--- config.mk ---
export PLATFORM = sky130hd
export DESIGN_NAME = multicycle_sequencer
export DESIGN_NICKNAME = d
export VERILOG_FILES = /design/src/rtl/seq_pkg.sv /design/src/rtl/op_classify.sv /design/src/rtl/multicycle_sequencer.sv
export SDC_FILE = /design/constraint.sdc
export NUM_CORES = 1
export LEC_CHECK = 0
export BUFFER_PORTS_ARGS = -buffer_cell sky130_fd_sc_hd__buf_2
export CORE_MARGIN = 4
export CORE_UTILIZATION = 30
export DETAILED_ROUTE_END_ITERATION = 12
export GPL_ROUTABILITY_DRIVEN = 1
export PLACE_DENSITY = 0.54
export SLEW_MARGIN = 0
export SYNTH_ARGS = -nofsm -noshare
export SYNTH_HDL_FRONTEND = slang
export SYNTH_HIERARCHICAL = 1
export SYNTH_SLANG_ARGS = --single-unit
--- constraint.sdc ---
create_clock -name clk_i -period 2.19 [get_ports clk_i]
set_input_delay 0.1095 -clock clk_i [delete_from_list [all_inputs] [get_ports clk_i]]
set_output_delay 0.1095 -clock clk_i [all_outputs]
set_load 0.1 [all_outputs]
--- src/rtl/seq_pkg.sv ---
// ============================================================================
// seq_pkg
// Shared types and constants for the RV32I multicycle sequencer.
// Revision: 1.0
// ============================================================================
`default_nettype none

package seq_pkg;

  typedef enum logic [2:0] {
    S_RESET   = 3'd0,
    S_FETCH   = 3'd1,
    S_DECODE  = 3'd2,
    S_EXECUTE = 3'd3,
    S_MEM     = 3'd4,
    S_WB      = 3'd5,
    S_HALT    = 3'd6
  } state_t;

  localparam logic [6:0] RTYPE   = 7'b0110011;
  localparam logic [6:0] ITYPE   = 7'b0010011;
  localparam logic [6:0] ITYPE_L = 7'b0000011;
  localparam logic [6:0] ITYPE_J = 7'b1100111;
  localparam logic [6:0] ITYPE_E = 7'b1110011;
  localparam logic [6:0] STYPE   = 7'b0100011;
  localparam logic [6:0] BTYPE   = 7'b1100011;
  localparam logic [6:0] UTYPE_L = 7'b0110111;
  localparam logic [6:0] UTYPE_A = 7'b0010111;
  localparam logic [6:0] JTYPE   = 7'b1101111;

  localparam logic [1:0] WD_ALU = 2'd0;
  localparam logic [1:0] WD_MEM = 2'd1;
  localparam logic [1:0] WD_PC4 = 2'd2;

  typedef struct packed {
    logic r;
    logic i_alu;
    logic load;
    logic store;
    logic branch;
    logic jal;
    logic jalr;
    logic lui;
    logic auipc;
    logic system;
  } op_class_t;

endpackage

`default_nettype wire

--- src/rtl/op_classify.sv ---
// ============================================================================
// op_classify
// Combinational opcode decoder: one-hot instruction class plus illegal flag.
// Revision: 1.0
// ============================================================================
`default_nettype none

module op_classify
  import seq_pkg::*;
(
  input  logic [6:0] i_opcode,
  output op_class_t  o_class,
  output logic       o_illegal
);

  always_comb begin
    o_class   = '0;
    o_illegal = 1'b0;
    case (i_opcode)
      RTYPE:   o_class.r      = 1'b1;
      ITYPE:   o_class.i_alu  = 1'b1;
      ITYPE_L: o_class.load   = 1'b1;
      STYPE:   o_class.store  = 1'b1;
      BTYPE:   o_class.branch = 1'b1;
      JTYPE:   o_class.jal    = 1'b1;
      ITYPE_J: o_class.jalr   = 1'b1;
      UTYPE_L: o_class.lui    = 1'b1;
      UTYPE_A: o_class.auipc  = 1'b1;
      ITYPE_E: o_class.system = 1'b1;
      default: o_illegal      = 1'b1;
    endcase
  end

endmodule

`default_nettype wire

--- src/rtl/multicycle_sequencer.sv ---
// ============================================================================
// multicycle_sequencer
// Control FSM stepping RV32I instructions through fetch/decode/execute/mem/wb.
// Revision: 1.0
// ============================================================================
`default_nettype none

module multicycle_sequencer
  import seq_pkg::*;
#(
  parameter int DATA_WIDTH = 32
) (
  input  logic                  clk_i,
  input  logic                  reset_ni,
  input  logic [DATA_WIDTH-1:0] ir_i,
  input  logic                  mem_ready_i,
  input  logic                  branch_taken_i,
  output logic                  ir_ld_o,
  output logic                  pc_ld_o,
  output logic                  pc_src_o,
  output logic                  addr_src_o,
  output logic                  mem_rd_o,
  output logic                  mem_wr_o,
  output logic                  a_src_o,
  output logic                  b_src_o,
  output logic                  rf_wr_o,
  output logic [1:0]            wd_src_o,
  output logic                  halted_o,
  output logic [2:0]            state_o,
  output logic [DATA_WIDTH-1:0] retired_o
);

  state_t                r_state;
  state_t                w_next;
  op_class_t             w_class;
  logic                  w_illegal;
  logic                  w_ebreak;
  logic                  w_retire;
  logic                  w_unused_ir;
  logic [DATA_WIDTH-1:0] r_retired;

  op_classify u_classify (
    .i_opcode  (ir_i[6:0]),
    .o_class   (w_class),
    .o_illegal (w_illegal)
  );

  assign w_ebreak    = w_class.system && (ir_i[31:20] == 12'd1) && (ir_i[14:12] == 3'd0);
  assign w_unused_ir = ^{ir_i[19:15], ir_i[11:7]};

  always_ff @(posedge clk_i or negedge reset_ni) begin
    if (!reset_ni) begin
      r_state   <= S_RESET;
      r_retired <= '0;
    end else begin
      r_state <= w_next;
      if (w_retire) r_retired <= r_retired + DATA_WIDTH'(1);
    end
  end

  always_comb begin
    w_next     = r_state;
    w_retire   = 1'b0;
    ir_ld_o    = 1'b0;
    pc_ld_o    = 1'b0;
    pc_src_o   = 1'b0;
    addr_src_o = 1'b0;
    mem_rd_o   = 1'b0;
    mem_wr_o   = 1'b0;
    a_src_o    = 1'b0;
    b_src_o    = 1'b0;
    rf_wr_o    = 1'b0;
    wd_src_o   = WD_ALU;
    halted_o   = 1'b0;
    case (r_state)
      S_RESET: w_next = S_FETCH;
      S_FETCH: begin
        mem_rd_o = 1'b1;
        if (mem_ready_i) begin
          ir_ld_o = 1'b1;
          w_next  = S_DECODE;
        end
      end
      S_DECODE: begin
        if (w_illegal || w_ebreak) w_next = S_HALT;
        else if (w_class.system)   w_next = S_WB;
        else                       w_next = S_EXECUTE;
      end
      S_EXECUTE: begin
        if (w_class.r) begin
          w_next = S_WB;
        end else if (w_class.i_alu || w_class.jalr || w_class.lui) begin
          b_src_o = 1'b1;
          w_next  = S_WB;
        end else if (w_class.load || w_class.store) begin
          b_src_o = 1'b1;
          w_next  = S_MEM;
        end else if (w_class.auipc || w_class.jal) begin
          a_src_o = 1'b1;
          b_src_o = 1'b1;
          w_next  = S_WB;
        end else if (w_class.branch) begin
          // Branches resolve and retire here, skipping writeback entirely.
          a_src_o  = 1'b1;
          b_src_o  = 1'b1;
          pc_ld_o  = 1'b1;
          pc_src_o = branch_taken_i;
          w_retire = 1'b1;
          w_next   = S_FETCH;
        end else begin
          w_next = S_RESET;
        end
      end
      S_MEM: begin
        addr_src_o = 1'b1;
        mem_rd_o   = w_class.load;
        mem_wr_o   = w_class.store;
        if (mem_ready_i) begin
          if (w_class.store) begin
            pc_ld_o  = 1'b1;
            w_retire = 1'b1;
            w_next   = S_FETCH;
          end else begin
            w_next = S_WB;
          end
        end
      end
      S_WB: begin
        pc_ld_o  = 1'b1;
        rf_wr_o  = !w_class.system;
        pc_src_o = w_class.jal || w_class.jalr;
        if (w_class.load)                    wd_src_o = WD_MEM;
        else if (w_class.jal || w_class.jalr) wd_src_o = WD_PC4;
        w_retire = 1'b1;
        w_next   = S_FETCH;
      end
      S_HALT:  halted_o = 1'b1;
      default: w_next = S_RESET;
    endcase
  end

  assign state_o   = r_state;
  assign retired_o = r_retired;

endmodule

`default_nettype wire

==> results of run 1 <==
[how the worst max path moves through the flow]
stage / depth (start not counted) / end / slack, ns / startpoint
final: 10 / pc_ld_o / 0.10 / ir_i[4]
after global routing: 10 / retired_o[11]$_DFFE_PN0P_ / 0.01 / ir_i[4]
after CTS: 10 / pc_ld_o / 0.004 / ir_i[4]
after detailed placement: 10 / retired_o[30]$_DFFE_PN0P_ / -0.16 / ir_i[4]
after global placement: 10 / retired_o[11]$_DFFE_PN0P_ / -0.15 / ir_i[4]
after floorplan: 3 / rf_wr_o / -0.01 / state_o[0]$_DFFE_PN0P_
[layout by cell type (no fill, tap or decap), types with 3 or more instances in the layout]
cell type | Yosys | routed
clkbuf_1 | 3 | 3
dfrtp_2 | 0 | 20
buf_4 | 1 | 29
dfrtp_1 | 35 | 12
nand2_1 | 14 | 14
nor4b_1 | 4 | 4
nor3b_1 | 5 | 4
dfrtp_4 | 0 | 3
clkbuf_8 | 0 | 5
buf_12 | 0 | 8
nor2_1 | 9 | 8
xor2_1 | 25 | 25
and4_1 | 8 | 8
and3_1 | 4 | 4
nand4_1 | 8 | 8
nand3_1 | 12 | 12
buf_2 | 5 | 64
a2111oi_2 | 8 | 8
inv_1 | 8 | 7
xnor2_1 | 6 | 6
nor3_1 | 11 | 8
o21ai_0 | 3 | 3
nor4_1 | 7 | 6
nor4b_2 | 4 | 4
[metrics by stage]
step	setup TNS, ns	std cells	util	setup WS, ns
2_1_floorplan	-0.00970	220	-	-0.00970
3_3_place_gp	-2.10	408	0.429	-0.145
3_5_place_dp	-2.21	408	0.429	-0.157
4_1_cts	0	417	0.442	0.00383
5_1_grt	0	419	0.444	0.0148
6_report	0	419	0.444	0.104
[tightest hold or removal path, cell delays in order]
cell and delay, ns:
buf_2 0.13, a31oi_1 0.08, o21ai_0 0.06, o21ai_0 0.08
[state kept, by name, indices dropped and copies added, names as in the netlist]
name	count
state_o	3
retired_o	32
[power by group]
group	switching, uW	internal, uW	leakage, uW	total (uW)
Combinational	1090	353	0.00104	1440
Clock	233	226	0.0000395	459
Sequential	164	736	0.000429	900
[layer usage]
layer / routed length (um) / GRT usage / vias to the layer above
li1: - / - / 1025
met1: 3010 / 0.208 / 961
met2: 2840 / 0.208 / 48
met3: 189 / 0.0232 / 4
met4: 40 / 0.0337 / 0
met5: 0 / 0 / -
[cell type report]
type	instances	share of cell area
flip-flops and latches	35	0.285
clock buffers	8	0.0250
repair buffers	103	0.224
well taps	99	0.0386
multi-input cells	166	0.417
inverters	8	0.0105
[what timing repair did]
item,in CTS,in global routing
endpoints found under the hold margin,35,0
setup buffers,0,2
hold buffers,1,0
pin swaps,0,2
gates resized for setup,1,2
setup endpoints to repair,1,3
[kinds of logic (layout without fill, tap and decap cells)]
family                     Yosys count  after routing  share of synthesized area
and+or+nand+nor                    105            105                      0.314
DFF                                 35             35                      0.396
xor gates and xnor gates            31             31                      0.123
AOI/OAI and AO/OA                   28             28                      0.119
buffers and inverters               19            119                     0.0374
adders and majority gates            1              1                    0.00566
muxes                                1              1                    0.00510
==> results.cfg, run 1 <==
[timing]
fmax_mhz = 479
whs_ns = 0.227
hold_viol_final = 0
rsz0062_at_grt = false
setup_violations = 0
clock_skew_ns = 0.00385
finalMaxSlewViolations = 0
slew-limit-headroom = 0.474
fin_crit_sh = 0.952
worst_slew_pin_slew_ns = 0.789
min_period_ns = 2.09

[layout]
design_area_um2 = 3210
multi_input_area_um2 = 1340
antenna_cells = 0
drive_above_1_share = 0.500
nets = 356
fillCellCount = 735
seq_area_um2 = 912
syn_to_final_growth_pct = 45.1

[power]
vdd_drop_max_uv = 631
power.total_uw = 2800
p_leak_uw = 0.00151
p_per_area_nw_per_um2 = 873

[floorplan]
fp.dieW_um = 93.8
initial_core_util = 0.306
dieHeight_um = 93.8
rows = 31
pin_count = 83
dieArea_um2 = 8800
core-area_um2 = 7210

[setup_path]
endpoint_kind = output port
cp-start-kind = input pin
r2r_cells = 5
critPathMaxStageDelay_ns = 0.53
criticalPathCategory = input pin to output port
crit_top_cell = buf_4
path_delay_family = buffers and inverters
timing.rr.start = state_o[2]$_DFFE_PN0P_
cp_max_fo = 5
crit_slowest_cell = or4_4
crit_arrival_ns = 1.98
crit_buf_inv = 6
timing.rr.end = retired_o[25]$_DFFE_PN0P_
required_ns = 2.08
crit_chain = buf_2, or4_4, buf_4, nor3b_4, buf_4, nor4_2, a32oi_1, buf_4, inv_1, buf_6
reg2reg_slack_ns = 0.27

[clocking]
clk_latency_ns = 0.29
numCtsBuffers = 5
clockRootBuffer = clkbuf_8
cts_htree_levels = 2
clock_sinks = 35
cts_tree = done
path_clk_slew_ns = 0.07
clock_path_buffers = 2

[logic_synthesis]
syn-mean-instance-area_um2 = 10.0
synth_edf_count = 0
yosys.area.top_type_share = 0.396
yosysTopAreaCell = dfrtp_1
ys.warnings.count = 6
yosys-top-cells-count = 35 x dfrtp_1, 25 x xor2_1, 14 x nand2_1, 12 x nand3_1, 11 x nor3_1
ys_top_cells_by_area = dfrtp_1 40%, xor2_1 9.9%, a2111oi_2 5.4%
syn_area_um2 = 2210
syn-instance-count = 220
synth_cell_types = 53
synth_nets = 257
ys_dominant_reg_cell = dfrtp_1
synthArstFlopShare = 1.00
yosysSeqAreaShare = 0.396
synth.most_common_cell = dfrtp_1
ys_ff_latch = 35

[min_path]
hold_path_class = input pin to flop
whs_endpoint = state_o[2]$_DFFE_PN0P_
holdPathStages = 4
hp-start = mem_ready_i

[run_status]
status = finished clean

[global_route]
grt_pass1_vias = 1957
grt_pass1_wl_mm = 9.73
grt_usage = 0.139
grt-ovfl-total = 0
grt_max_degree = 36
antenna_found_initial = 0

[placed_design]
dpl_cell_area_um2 = 3090
gp_congestion = 0.757
place.port_buffers = 72
dp_hpwl_mm = 4.75

[routing]
drt-initial-drc-count = 80
via_per_inst = 4.86
drc = 0
ant_nets = 0
vias = 2038
avgRoutedWirePerCell_um = 14.5
finalWirelength_mm = 6.08
dr.pass1.iters = 4

[job]
cap_violations = 0
(Power assumes the default switching activity.)
==> inputs of run 2 (changes only) <==
--- a/config.mk
+++ b/config.mk
@@ -7,10 +7,10 @@
 export LEC_CHECK = 0
 export BUFFER_PORTS_ARGS = -buffer_cell sky130_fd_sc_hd__buf_2
 export CORE_MARGIN = 4
-export CORE_UTILIZATION = 30
+export CORE_UTILIZATION = 49
 export DETAILED_ROUTE_END_ITERATION = 12
 export GPL_ROUTABILITY_DRIVEN = 1
-export PLACE_DENSITY = 0.54
+export PLACE_DENSITY = 0.81
 export SLEW_MARGIN = 0
 export SYNTH_ARGS = -nofsm -noshare
 export SYNTH_HDL_FRONTEND = slang
==> results.cfg, run 2 (same netlist as run 1, synthesis figures left out) <==
[placed_design]
dp.cells = 359
dp_hpwl_mm = 4.50
gp_congestion = 0.783
place.port_buffers = 72

[clocking]
clock_path_buffers = 2
cts_setup_buffers = 0
clk_latency_ns = 0.29
cts_htree_levels = 2
clock_sinks = 35
numCtsBuffers = 5
cts_tree = done
path_clk_slew_ns = 0.06
clockRootBuffer = clkbuf_8

[routing]
drt-initial-drc-count = 207
via_per_inst = 5.82
ant_nets = 0
dr.pass1.iters = 4
avgRoutedWirePerCell_um = 16.5
vias = 2146
finalWirelength_mm = 6.09
drc = 0

[floorplan]
core-area_um2 = 4350
pin_count = 83
dieArea_um2 = 5650
initial_core_util = 0.507
dieHeight_um = 75.2
rows = 24
fp.dieW_um = 75.2

[timing]
fmax_mhz = 476
fin_tns_setup_ns = 0
fin_crit_sh = 0.960
rsz0062_at_grt = true
hold_viol_final = 0
clock_skew_ns = 0.00714
finalMaxSlewViolations = 0
min_period_ns = 2.10
worst_slew_pin_slew_ns = 0.751
setup_violations = 0
slew-limit-headroom = 0.499

[global_route]
grt_pass1_vias = 2117
grt_pass1_wl_mm = 9.70
grt_usage = 0.224
grt-ovfl-total = 0
grt_max_degree = 36
antenna_found_initial = 0

[layout]
drive_above_1_share = 0.502
syn_to_final_growth_pct = 42.0
antenna_cells = 0
final_common_cell = buf_2
final_cell_mix = 65 x buf_2, 26 x buf_4, 25 x xor2_1, 20 x dfrtp_2, 14 x nand2_1
largest_reg_flops = 32
nets = 353
layout.cells.non_filler = 369

[setup_path]
cp-start-kind = input pin
crit_arrival_ns = 1.99
criticalPathCategory = input pin to output port
required_ns = 2.08
reg2reg_slack_ns = 0.24
endpoint_kind = output port
cp_max_fo = 10

[power]
p_per_area_nw_per_um2 = 887
vdd_drop_max_uv = 865
p_leak_uw = 0.00150

[job]
cap_violations = 0

[min_path]
hold_path_class = input pin to flop

[run_status]
status = finished clean
[run 2: cell count changes in the layout (fill, tap and decap cells not counted), sizes merged]
cell and change:
clkinv +1, clkbuf -1, buf -3
[run 2: report_power, final]
group / switching (uW) / total (uW) / internal [uW]
logic: 1100 / 1430 / 326
clock network: 227 / 450 / 223
registers: 169 / 905 / 736
total: 1500 / 2780 / 1280
[run 2: what timing repair did]
item,4_1_cts,5_1_grt
resized for setup,0,6
hold buffers,1,0
hold endpoints to repair,35,0
endpoints found under the setup margin,0,4
[run 2: layout make-up]
| cell class | count | area, um2 |
|---|---|---|
| Clock inverter | 1 | 5.00 |
| Timing Repair Buffer | 100 | 682 |
| Tap cell | 52 | 65.1 |
| Inverter | 8 | 33.8 |
| Sequential cell | 35 | 912 |
| Multi-Input combinational cell | 166 | 1360 |
| Clock buffer | 7 | 76.3 |
| Fill cell | 317 | 1220 |
[run 2: worst max-delay path, cell delays in order]
cell and delay, ns:
buf_2 0.11, or4_4 0.57, nor3b_4 0.24, buf_4 0.17, nor4_4 0.05, a32oi_2 0.27, buf_6 0.20, inv_1 0.05
buf_4 0.22
[run 2: path summary, 6_finish.rpt]
path	start	end	depth (start not counted)
hold / removal	mem_ready_i	state_o[2]$_DFFE_PN0P_	4
setup / recovery	ir_i[4]	pc_ld_o	9
hold reg to reg	retired_o[31]$_DFFE_PN0P_	retired_o[31]$_DFFE_PN0P_	1
min in group asynchronous	reset_ni	retired_o[21]$_DFFE_PN0P_	2
setup reg to reg	state_o[2]$_DFFE_PN0P_	retired_o[27]$_DFFE_PN0P_	5
max in group asynchronous	reset_ni	state_o[0]$_DFFE_PN0P_	2
[run 2: through the flow]
stage | power (uW) | worst slack (ns) | hold WS (ns) | cell area [um2] | utilization
floorplan | 1990 | -0.00970 | -0.186 | 2330 | -
global placement | 2290 | -0.0791 | 0.212 | 3010 | 0.691
detailed placement | 2320 | -0.153 | 0.222 | 3010 | 0.691
CTS | 2760 | 0.0155 | 0.232 | 3100 | 0.711
global route | 2890 | -0.00610 | 0.261 | 3140 | 0.721
finish | 2780 | 0.0883 | 0.241 | 3140 | 0.721
[run 2: layer usage]
layer	vias to the layer above	wire length (um)	GRT usage
li1	1031	-	-
met2	64	3030	0.364
met4	0	61	0.0621
met1	1045	2660	0.306
met3	6	338	0.0427
met5	-	0	0
